**src/rtl/ccc_seq_pkg.sv**
```systemverilog
// Shared types for the CCC reconfiguration sequencer: FSM state encoding,
// divider widths and the packed CCC setting record.
package ccc_seq_pkg;

  localparam int FINDIV_W = 7;
  localparam int FBDIV_W  = 7;
  localparam int OADIV_W  = 5;

  typedef enum logic [2:0] {
    ST_IDLE      = 3'd0,
    ST_GATE      = 3'd1,
    ST_APPLY     = 3'd2,
    ST_WAIT_LOCK = 3'd3,
    ST_STABLE    = 3'd4,
    ST_DONE      = 3'd5,
    ST_FAIL      = 3'd6
  } ccc_state_t;

  typedef struct packed {
    logic [FINDIV_W-1:0] findiv;
    logic [FBDIV_W-1:0]  fbdiv;
    logic [OADIV_W-1:0]  oadiv;
    logic                bypassa;
  } ccc_cfg_t;

  function automatic ccc_cfg_t make_cfg(input logic [FINDIV_W-1:0] findiv,
                                        input logic [FBDIV_W-1:0]  fbdiv,
                                        input logic [OADIV_W-1:0]  oadiv,
                                        input logic                bypassa);
    ccc_cfg_t c;
    c.findiv  = findiv;
    c.fbdiv   = fbdiv;
    c.oadiv   = oadiv;
    c.bypassa = bypassa;
    return c;
  endfunction

endpackage

```
**src/rtl/ccc_lock_qual.sv**
```systemverilog
// LOCK qualifier: 2-flop synchronizer for the raw CCC lock plus a counter of
// consecutive synced-high cycles while enabled; lock_stable flags the last one.
module ccc_lock_qual #(
  parameter int STABLE_CYCLES = 64
) (
  input  logic clk,
  input  logic rst_n,
  input  logic lock,
  input  logic en,
  output logic lock_s,
  output logic lock_stable
);

  localparam int SW = $clog2(STABLE_CYCLES + 1);

  logic          lock_m;
  logic [SW-1:0] run_cnt;

  // Counter restarts whenever qualification is not running or the lock drops.
  always_ff @(posedge clk) begin
    if (!rst_n) begin
      lock_m  <= 1'b0;
      lock_s  <= 1'b0;
      run_cnt <= '0;
    end else begin
      lock_m  <= lock;
      lock_s  <= lock_m;
      run_cnt <= (en && lock_s && !lock_stable) ? run_cnt + 1'b1 : '0;
    end
  end

  assign lock_stable = en && lock_s && (run_cnt == SW'(STABLE_CYCLES - 1));

endmodule

```
**src/rtl/ccc_reconfig_sequencer.sv**
```systemverilog
// Sequences a run-time CCC divider/bypass change: gate consumers, apply + PLL reset,
// qualify lock with timeout, fall back to bypass on failure. Option macro: CCC_AUTO_RELOCK_EN.
module ccc_reconfig_sequencer
  import ccc_seq_pkg::*;
#(
  parameter int                  GATE_CYCLES    = 4,
  parameter int                  PLL_RST_CYCLES = 8,
  parameter int                  LOCK_TIMEOUT   = 4096,
  parameter int                  STABLE_CYCLES  = 64,
  parameter logic [FINDIV_W-1:0] RST_FINDIV     = 7'd6,
  parameter logic [FBDIV_W-1:0]  RST_FBDIV      = 7'd6,
  parameter logic [OADIV_W-1:0]  RST_OADIV      = 5'd0
) (
  input  logic                FAB_CLK,
  input  logic                RESET_N,
  input  logic                CFG_REQ,
  input  logic [FINDIV_W-1:0] CFG_FINDIV,
  input  logic [FBDIV_W-1:0]  CFG_FBDIV,
  input  logic [OADIV_W-1:0]  CFG_OADIV,
  input  logic                CFG_BYPASSA,
  output logic                CFG_ACK,
  output logic                CFG_BUSY,
  output logic                CFG_ERR,
  output logic [FINDIV_W-1:0] FINDIV,
  output logic [FBDIV_W-1:0]  FBDIV,
  output logic [OADIV_W-1:0]  OADIV,
  output logic                BYPASSA,
  output logic                PLL_RESET,
  input  logic                LOCK,
  output logic                LOCKED,
  output logic                CLK_GATE_EN,
  output logic                LOCK_LOST,
  output logic [2:0]          state_dbg
);

  // Handshake: CFG_REQ is a level sampled only in IDLE; the IDLE->GATE edge accepts it.
  // CFG_ACK pulses once in DONE/FAIL; the requester must lower CFG_REQ by then or a new sequence starts.

  localparam int       CNT_MAX = (GATE_CYCLES > PLL_RST_CYCLES) ? GATE_CYCLES : PLL_RST_CYCLES;
  localparam int       CNT_W   = $clog2(CNT_MAX + 1);
  localparam int       TO_W    = $clog2(LOCK_TIMEOUT + 1);
  localparam ccc_cfg_t RST_CFG = make_cfg(RST_FINDIV, RST_FBDIV, RST_OADIV, 1'b1);

  ccc_state_t       state, next_state;
  logic [CNT_W-1:0] cnt;
  logic [TO_W-1:0]  to_cnt;
  ccc_cfg_t         shadow, cfg_q;
  logic             locked_q, err_q, lock_lost_q;
  logic             lock_s, lock_stable, lost_det;

  ccc_lock_qual #(.STABLE_CYCLES(STABLE_CYCLES)) u_lock_qual (
    .clk        (FAB_CLK),
    .rst_n      (RESET_N),
    .lock       (LOCK),
    .en         (state == ST_STABLE),
    .lock_s     (lock_s),
    .lock_stable(lock_stable)
  );

  assign lost_det = (state == ST_IDLE) && locked_q && !lock_s;

  always_ff @(posedge FAB_CLK) begin
    if (!RESET_N) state <= ST_IDLE;
    else          state <= next_state;
  end

  always_comb begin
    next_state = state;
    case (state)
      ST_IDLE: begin
        if (CFG_REQ) next_state = ST_GATE;
`ifdef CCC_AUTO_RELOCK_EN
        else if (lost_det && !cfg_q.bypassa) next_state = ST_GATE;
`endif
      end
      ST_GATE:
        if (cnt == CNT_W'(GATE_CYCLES - 1)) next_state = ST_APPLY;
      ST_APPLY:
        if (cnt == CNT_W'(PLL_RST_CYCLES - 1)) next_state = shadow.bypassa ? ST_DONE : ST_WAIT_LOCK;
      ST_WAIT_LOCK: begin
        if (lock_s)                                     next_state = ST_STABLE;
        else if (to_cnt >= TO_W'(LOCK_TIMEOUT - 1))     next_state = ST_FAIL;
      end
      ST_STABLE: begin
        if (!lock_s)          next_state = ST_WAIT_LOCK;
        else if (lock_stable) next_state = ST_DONE;
      end
      ST_DONE, ST_FAIL: next_state = ST_IDLE;
      default:          next_state = ST_IDLE;
    endcase
  end

  always_comb begin
    CFG_ACK     = 1'b0;
    CFG_BUSY    = 1'b0;
    CLK_GATE_EN = 1'b1;
    PLL_RESET   = 1'b0;
    case (state)
      ST_GATE, ST_WAIT_LOCK, ST_STABLE: begin
        CFG_BUSY    = 1'b1;
        CLK_GATE_EN = 1'b0;
      end
      ST_APPLY: begin
        CFG_BUSY    = 1'b1;
        CLK_GATE_EN = 1'b0;
        PLL_RESET   = 1'b1;
      end
      ST_DONE, ST_FAIL: CFG_ACK = 1'b1;
      default: ;
    endcase
  end

  // The timeout count survives STABLE->WAIT_LOCK bounces and saturates, so it never wraps.
  always_ff @(posedge FAB_CLK) begin
    if (!RESET_N) begin
      cnt         <= '0;
      to_cnt      <= '0;
      shadow      <= RST_CFG;
      cfg_q       <= RST_CFG;
      locked_q    <= 1'b0;
      err_q       <= 1'b0;
      lock_lost_q <= 1'b0;
    end else begin
      if ((state == ST_GATE || state == ST_APPLY) && next_state == state) cnt <= cnt + 1'b1;
      else                                                                cnt <= '0;
      if (state == ST_APPLY)                                              to_cnt <= '0;
      else if (state == ST_WAIT_LOCK && to_cnt != TO_W'(LOCK_TIMEOUT))    to_cnt <= to_cnt + 1'b1;
      lock_lost_q <= lost_det;
      if (lost_det) locked_q <= 1'b0;
      if (state == ST_IDLE && next_state == ST_GATE) begin
        if (CFG_REQ) begin
          shadow <= make_cfg(CFG_FINDIV, CFG_FBDIV, CFG_OADIV, CFG_BYPASSA);
          err_q  <= 1'b0;
        end else begin
          shadow <= cfg_q;
        end
      end
      if (state == ST_GATE && next_state == ST_APPLY) begin
        cfg_q    <= shadow;
        locked_q <= 1'b0;
      end
      if (state == ST_STABLE && next_state == ST_DONE) locked_q <= 1'b1;
      if (next_state == ST_FAIL) begin
        cfg_q.bypassa <= 1'b1;
        err_q         <= 1'b1;
        locked_q      <= 1'b0;
      end
    end
  end

  assign FINDIV    = cfg_q.findiv;
  assign FBDIV     = cfg_q.fbdiv;
  assign OADIV     = cfg_q.oadiv;
  assign BYPASSA   = cfg_q.bypassa;
  assign LOCKED    = locked_q;
  assign CFG_ERR   = err_q;
  assign LOCK_LOST = lock_lost_q;
  assign state_dbg = state;

endmodule

```
**config.mk**
```make
export PLATFORM = sky130hd
export DESIGN_NAME = ccc_reconfig_sequencer
export DESIGN_NICKNAME = d
export VERILOG_FILES = /design/src/rtl/ccc_seq_pkg.sv /design/src/rtl/ccc_lock_qual.sv /design/src/rtl/ccc_reconfig_sequencer.sv
export SDC_FILE = /design/constraint.sdc
export NUM_CORES = 1
export LEC_CHECK = 0
export CAP_MARGIN = 10
export CORE_ASPECT_RATIO = 0.8
export CORE_MARGIN = 2
export CORE_UTILIZATION = 55
export CTS_CLUSTER_SIZE = 10
export DETAILED_ROUTE_END_ITERATION = 12
export PLACE_DENSITY = 0.83
export SYNTH_ARGS = -nofsm -noshare
export SYNTH_HDL_FRONTEND = slang
export SYNTH_SLANG_ARGS = --single-unit
```
**constraint.sdc**
```tcl
create_clock -name FAB_CLK -period 3.8 [get_ports FAB_CLK]
set_clock_uncertainty 0.1 [all_clocks]
set_input_delay 0.76 -clock FAB_CLK [delete_from_list [all_inputs] [get_ports FAB_CLK]]
set_output_delay 0.76 -clock FAB_CLK [all_outputs]
set_load 0.1 [all_outputs]
```
**Word level (Yosys, flattened, before mapping)**

Index checks and enable logic that the tools add are counted.

- Bitwise operators: 1
- Reductions and logical operators: 24
- Magnitude comparators: 1
- Add/sub/neg operators: 3
- Mux-type cells: 20
- Equal/unequal tests: 15

Operators with widths:

| operator | number |
|---|---|
| 3-bit two-way mux | 8 |
| 20-bit two-way mux | 1 |
| 3-bit equality test, second input constant | 5 |
| 3-bit case mux with 5 select lines | 1 |
| 13-bit by 1-bit adder with 13-bit output, second input constant | 1 |
| 13-bit by 12-bit greater-or-equal comparator with 1-bit output, second input constant | 1 |
| 13-bit != test, second input constant | 1 |
| 1-bit logical AND | 10 |
| 1-bit two-way mux | 10 |
| 3-bit by 2-bit equality test with 1-bit output, second input constant | 3 |
| 7-bit by 1-bit adder with 7-bit output, second input constant | 1 |
| 7-bit by 6-bit equality test with 1-bit output, second input constant | 1 |
| 3-bit by 1-bit equality test with 1-bit output, second input constant | 2 |
| 2-bit AND reduction | 3 |
| 2-bit OR reduction | 3 |
| 4-bit by 1-bit adder with 4-bit output, second input constant | 1 |
| 4-bit by 2-bit equality test with 1-bit output, second input constant | 1 |
| 4-bit by 3-bit equality test with 1-bit output, second input constant | 1 |
| 2-bit nonzero test | 2 |
| 4-bit OR reduction | 1 |
| 3-bit equality test | 1 |
| 3-bit logical NOT | 1 |
| 3-bit nonzero test | 1 |
| 1-bit logical NOT | 2 |
| 2 further kinds | 2 |

- Logic and storage cells: 81
- Bits in registers: 72
- Output and inout port bits: 30
- Bits of input ports: 24

**Depth between registers and ports, before layout**

Gate-level depths: netlist of the first run.

- Depth in word-level cells: 10
- Gate-level depth with buffers: 7
- Gate-level depth less buffers: 7

**Modules after synthesis**

Synthesis of the first run repeated with hierarchy kept, for this count alone.

- Cell total of the unflattened synthesis: 365
- Area total of the unflattened synthesis: 3055.4 µm²

Modules (own cells, without submodules):

| module | instances | cells each | area each (µm²) |
|---|---|---|---|
| ccc_reconfig_sequencer | 1 | 330 | 2716.4 |
| ccc_lock_qual | 1 | 35 | 339.1 |

**Worst setup path before layout of the first run**

Ideal clock, no wire load.

- Kind: flip-flop to output port
- Start point: register state[0], in the netlist state_dbg[0]
- End point: output CLK_GATE_EN
- Arrival: 4052 ps
- Data required time: 2940 ps
- Path buffers: 1
- Cell stages (with the launch flop): 5
- Setup slack: -1112 ps
- Cells stage by stage: dfxtp_1 > buf_2 > nor2_1 > xnor2_1 > inv_1

- Word-level cells in the longest chain between the ends: 3

RTL lines:

| what | line | source |
|---|---|---|
| from (decl) | ccc_reconfig_sequencer.sv:44 | `ccc_state_t state, next_state;` |
| from (signal assigned) | ccc_reconfig_sequencer.sv:64 | `else state <= next_state;` |
| 3-bit by 1-bit equality test with 1-bit output, or another cell as far along | ccc_reconfig_sequencer.sv:98 | `case (state)` |
| 4-bit OR reduction (no line) (*) | -- |  |
| 1-bit two-way mux (*) | ccc_reconfig_sequencer.sv:98 |  |
| to (decl) | ccc_reconfig_sequencer.sv:31 | `output logic CLK_GATE_EN,` |

Mark *: on every way between the ends. The rest lies on a longest branch, timed or not.

**Worst setup path after layout of the first run**

- Start point: register state[1], in the netlist state_dbg[1]
- End point: output state_dbg[1]

RTL lines:

| what | line | source |
|---|---|---|
| to (decl) | ccc_reconfig_sequencer.sv:33 | `output logic [2:0] state_dbg` |

No word-level cell between the ends.

==> out/metrics.yaml, run 1 <==
rows: 24
r2r_end: "shadow[3]"
io_pins: 54
synth_area_per_cell_sq_um: 8.62
synth_area_leaders: "dfxtp_1, nand2_1, a21boi_0"
place_congestion: 0.802
gr-total-overflow: 0
cp_max_fo: 10
grt_pass1_wl_mm: 10.6
rr_startpoint: "state_dbg[2]"
worst-path-buf-inv: 1
dp_hpwl_mm: 4.28
drtIter0Drc: 133
placed_area_sq_um: 3570
critical-path-top-delay-family: "buffers and inverters"
yosys-top-cells-count: "nand2_1, dfxtp_1, a21boi_0"
netlist.area_leader.share: 0.476
instances_no_fill: 470
yosysWarnings: 0
path_cells: "clkdlybuf4s50_1"
cts_buffers: 9
relSlewSlack: 0.331
status: "finished, final reports clean"
pwr_density_cell_nw_per_um2: 415
final_layout_size_suffix_gt1_frac: 0.0914
cpPeakStageDelay_ns: 1.20
cts_resized: 0
wl_mm: 6.45
cts_setup_buffers: 0
wl_per_cell_um: 13.7
startpoint_type: "register"
critPathSlowestCell: "clkdlybuf4s50_1"
fin_crit_sh: 0.773
post_synth_inst_count: 351
grt_setup_unrepaired: "no"
die_h_um: 70.4
die_area_sq_um: 6120
postRouteAntennaNets: 0
utilization: 0.709
hold_viol: 0
end_kind: "primary output"
ys_seq_area_frac: 0.476
synth_top_cell_by_area: "dfxtp_1"
rr_worst_depth: 4
netlist_area_sq_um: 3030
grtUsageTotal: 0.223
num-fill-cells: 418
tns_ns: 0
p_leak_nw: 1.44
finalMaxSlewViolations: 0
critical_path_depth: 1
dp_cells: 454
cts_sinks: 72
synth_cell_types: 44
io_buffers: 53
final_area_sq_um: 3810
synth_edf_count: 0
synth-seq-cells: 72
m1WireLength_mm: 2.91
rrSetupSlack_ns: 1.71
ctsLongestPathBuffers: 2
met3_wirelength_um: 318
yosysMostFrequentCell: "nand2_1"
cp.required_ns: 2.94
cts.hold.buffers_added: 0
ys.flop_type: "dfxtp_1"
start_util: 0.563
vias: 2491
drc: 0
maxCapViolCount: 0
crit_type: "register to primary output"
ir_drop_mv: 0.289
antenna_found_initial: 0
drt_first_pass_iters: 4
antenna_cells: 0
top_layer: "met4"
vias_per_cell: 5.30
ctsHtreeMaxLevel: 3
timing.fmax_mhz: 341
synthToLayoutAreaGrowth_pct: 26.0
core-area_sq_um: 5380
finalSetupViolCount: 0
worstPathArrival_ns: 2.08
dr_wl_met2_mm: 3.15
holdCritPathClass: "register to register"
cts_tree: "yes"
clkTransAtPathRegs_ns: 0.07
fin_nets: 428
worst_pin_slew_ns: 1.00
clkLatencyLatePin_ns: 0.35
synth_fp_nets: 379
endpoint: "state_dbg[1]"
cts-root-buf: "clkbuf_8"
post-route-min-period_ns: 2.94
async_flop_share: 0
crit_path_start: "state_dbg[1]"
grt_max_degree: 53
die_w_um: 86.9
grt_pass1_vias: 2363
layout make-up:
type                    count  area [sq um]  share of cell area
flip-flops and latches     72          1440               0.378
multi-input cells         256          1500               0.393
well taps                  65          81.3              0.0213
inverters                   6          22.5             0.00591
clock buffers              12           165              0.0433
repair buffers             55           531               0.139
clock inverters             4          75.1              0.0197
power breakdown:
part	switching [mW]	internal, mW	total [mW]
clock network	0.280	0.423	0.703
registers	0.0111	0.770	0.781
logic	0.0560	0.0436	0.0995
layer usage:
metal | GRT usage | vias to the layer above
met4 | 0.0660 | 0
met3 | 0.0792 | 9
met2 | 0.370 | 53
met1 | 0.271 | 1162
li1 | - | 1267
met5 | 0 | -
placed cells by master, fill, tap and decap left out, drive strengths merged, types with 8 or more instances in the layout:
master         Yosys  final
xor2              12     12
nand2             89     89
clkdlybuf4s50      0     47
dfxtp             72     72
nor2              28     28
o21ai              8      8
clkbuf            12     12
and2               8      8
buf                5      8
nand3             17     17
a21boi            32     32
nand4              8      8
how the worst min path moves through the flow:
stage,start,endpoint,slack (ns),depth (start not counted)
CTS,u_lock_qual.lock_m,u_lock_qual.lock_s,0.34,1
finish,u_lock_qual.lock_m,u_lock_qual.lock_s,0.34,1
global placement,u_lock_qual.lock_m,u_lock_qual.lock_s,0.32,1
detailed placement,u_lock_qual.lock_m,u_lock_qual.lock_s,0.32,1
global route,u_lock_qual.run_cnt[0],u_lock_qual.run_cnt[0],0.37,1
floorplan,u_lock_qual.lock_m,u_lock_qual.lock_s,0.31,1
flip-flops by register name, summed over array words and instances (netlist names):
name	count
u_lock_qual.run_cnt	7
OADIV	5
FINDIV	7
CFG_ERR	1
u_lock_qual.lock_s	1
state_dbg	3
BYPASSA	1
FBDIV	7
shadow	20
LOCKED	1
cnt	4
to_cnt	13
u_lock_qual.lock_m	1
LOCK_LOST	1
stage by stage:
step	setup WS (ns)	power, mW	hold WS (ns)
floorplan	0.269	0.858	0.312
global placement	1.28	0.895	0.320
detailed placement	1.25	0.898	0.321
CTS	0.864	1.59	0.344
global route	0.818	1.63	0.371
finish	0.863	1.58	0.342
kinds of logic after synthesis:
family,Yosys count,share of synthesized area
AO/OA/AOI/OAI,51,0.124
XOR/XNOR,18,0.0521
adder cells (fa/ha/maj),4,0.0165
buffers and inverters,23,0.0351
flip-flops,72,0.476
AND/OR/NAND/NOR,183,0.296
Power figures use the tool's default switching activity.
==> inputs of run 2 (changes only) <==
- CORE_UTILIZATION: 55 -> 47
- PLACE_DENSITY: 0.83 -> 0.75
- clock period: 3.8 -> 2.6 ns (I/O delays scaled with it)
==> run 2 against run 1 <==
  * Register-to-register slack worse by 0.98 ns
  * Hold slack got worse by 0.0015 ns
  * Wire length down 1.6%
  * Non-clock buffer count up 4
  * Cell area is 1.8% lower
  * Core utilization fell by 12 points
  * Count of clock-buffer cells in the layout fell by 1
  * Critical path depth grew 2
  * Sequential cell count is the same
  * Combinational power increased by 50%
  * Largest cell class unchanged
  * Clock power increased by 3.6%
==> out/metrics.yaml, run 2 (synthesis gave the netlist of run 1 again) <==
grt_pass1_vias: 2156  # was 2363
cts_resized: 0  # unchanged
io_buffers: 53  # unchanged
hold_start: "u_lock_qual.lock_m"  # unchanged
worstPathArrival_ns: 1.44  # was 2.08 ns
multi_input_area_sq_um: 1510  # was 1500 sq um
rr_worst_depth: 7  # was 4
vias: 2469  # was 2491
maxCapViolCount: 0  # unchanged
crit_type: "register to primary output"  # unchanged
whs_ns: 0.340  # was 0.342 ns
cts.hold.buffers_added: 0  # unchanged
cts_buffers: 9  # unchanged
cts_sinks: 72  # unchanged
dp_hpwl_mm: 4.36  # was 4.28 mm
final_layout_size_suffix_gt1_frac: 0.167  # was 0.0914
start_util: 0.480  # was 0.563
ctsLongestPathBuffers: 2  # unchanged
post-route-min-period_ns: 2.06
wl_mm: 6.35  # was 6.45 mm
rr_startpoint: "to_cnt[0]"  # was state_dbg[2]
cts-root-buf: "clkbuf_8"  # unchanged
worst-path-buf-inv: 1  # unchanged
critical-path-top-delay-family: "flip-flops"  # was buffers and inverters
num-fill-cells: 594  # was 418
holdCritPathClass: "register to register"  # unchanged
ctsHtreeMaxLevel: 3  # unchanged
instances_no_fill: 492  # was 470
finalWorstSetupSlack_ns: 0.545  # was 0.863 ns
startpoint_type: "register"  # unchanged
wl_per_cell_um: 12.9  # was 13.7 um
core-area_sq_um: 6310  # was 5380 sq um
cp_max_fo: 15  # was 10
place_congestion: 0.757  # was 0.802
cp.required_ns: 1.98  # was 2.94 ns
final_area_sq_um: 3740  # was 3810 sq um
die_h_um: 75.8  # was 70.4 um
seqCellArea_sq_um: 1450  # was 1440 sq um
antenna_cells: 0  # unchanged
grtUsageTotal: 0.186  # was 0.223
die_area_sq_um: 7100  # was 6120 sq um
drtIter0Drc: 102  # was 133
timing.fmax_mhz: 487
cts_tree: "yes"  # unchanged
drt_first_pass_iters: 4  # unchanged
final_cell_mix: "nand2_1, dfxtp_1, buf_4, a21boi_0, nor2_1"  # was nand2_1, dfxtp_1, clkdlybuf4s50_1, a21boi_0, nor2_1
pwr_density_cell_nw_per_um2: 539  # was 415 nW/um^2
grt_busiest_layer: "met2"  # unchanged
tns_ns: 0  # unchanged
cts_setup_buffers: 0  # unchanged
layout_commonest_cell: "nand2_1"  # unchanged
ir_drop_mv: 0.236  # was 0.289 mV
worst_pin_slew_ns: 0.866  # was 1.00 ns
finalMaxSlewViolations: 0  # unchanged
use_met2: 0.296  # was 0.370
io_pins: 54  # unchanged
largest_reg_flops: 20  # unchanged
relSlewSlack: 0.418  # was 0.331
postRouteAntennaNets: 0  # unchanged
grt.met1_usage: 0.238  # was 0.271
path_cells: "xor2_1 > and2_1 > buf_4"  # was clkdlybuf4s50_1
top_regs: "shadow (20), to_cnt (13)"  # unchanged
die_w_um: 93.7  # was 86.9 um
fin_nets: 432  # was 428
critPathSlowestCell: "dfxtp_4"  # was clkdlybuf4s50_1
grt_setup_unrepaired: "no"  # unchanged
place_ws_ns: 0.543  # was 1.25 ns
grt_pass1_wl_mm: 10.1  # was 10.6 mm
r2r_end: "to_cnt[3]"  # was shadow[3]
fin_crit_sh: 0.791
synthToLayoutAreaGrowth_pct: 23.7  # was 26.0%
end_kind: "primary output"  # unchanged
cpPeakStageDelay_ns: 0.45  # was 1.20 ns
vias_per_cell: 5.02  # was 5.30
placed_area_sq_um: 3590  # was 3570 sq um
grt_max_degree: 37  # was 53
rrSetupSlack_ns: 0.73  # was 1.71 ns
antenna_found_initial: 0  # unchanged
p_leak_nw: 1.46  # was 1.44 nW
drc: 0  # unchanged
clkTransAtPathRegs_ns: 0.07  # about the same
rows: 26  # was 24
hold_viol: 0  # unchanged
dp_cells: 477  # was 454
gr-total-overflow: 0  # unchanged
clkLatencyLatePin_ns: 0.34  # was 0.35 ns
hold_depth: 1  # unchanged
grtUsageMet3: 0.0722  # was 0.0792
min_to: "u_lock_qual.lock_s"  # unchanged
finalSetupViolCount: 0  # unchanged
status: "finished, final reports clean"  # unchanged
regMostFlops: "shadow"  # unchanged
-- run 2: metal layers --
layer,part of all wire,vias to the layer above
li1,-,1278
met1,0.49,1132
met2,0.46,55
met3,0.051,4
met4,0.0063,0
met5,0,-
-- run 2: how the worst max path moves through the flow --
stage,startpoint,endpoint,slack [ns],cells after the start
final,state_dbg[0],CFG_ACK,0.54,3
after global routing,state_dbg[0],CFG_ACK,0.43,3
after CTS,state_dbg[0],CFG_ACK,0.52,3
after detailed placement,RESET_N,u_lock_qual.run_cnt[4],0.54,5
after global placement,RESET_N,u_lock_qual.run_cnt[5],0.61,5
after floorplan,state_dbg[0],CLK_GATE_EN,-0.15,4
-- run 2: worst reg2reg max path: cells and delay by family (launching register included) --
| family | cells | cell delay, ns |
|---|---|---|
| AO/OA/AOI/OAI | 1 | 0.32 |
| XOR/XNOR | 1 | 0.11 |
| adder cells (fa/ha/maj) | 1 | 0.19 |
| buffers and inverters | 1 | 0.08 |
| flip-flops | 1 | 0.44 |
| AND/OR/NAND/NOR | 3 | 0.50 |
-- run 2: area by class of cell --
type                       instances  area share
timing repair buffer              59       0.134
clock inverter                     4     0.00602
multi-input combinational        256       0.403
inverter                           6     0.00702
clock buffer                      11      0.0351
sequential                        72       0.387
tap                               84      0.0281
-- run 2: power by group --
part	total (mW)	internal, mW	switching (mW)
registers	1.14	1.12	0.0163
clock network	0.728	0.336	0.392
logic	0.149	0.0680	0.0812
-- run 2: metrics by stage --
stage          power, mW   util
4_1_cts             2.04  0.593
6_report            2.02  0.593
3_3_place_gp        1.31  0.569
2_1_floorplan       1.26      -
3_5_place_dp        1.32  0.569
5_1_grt             2.10  0.593
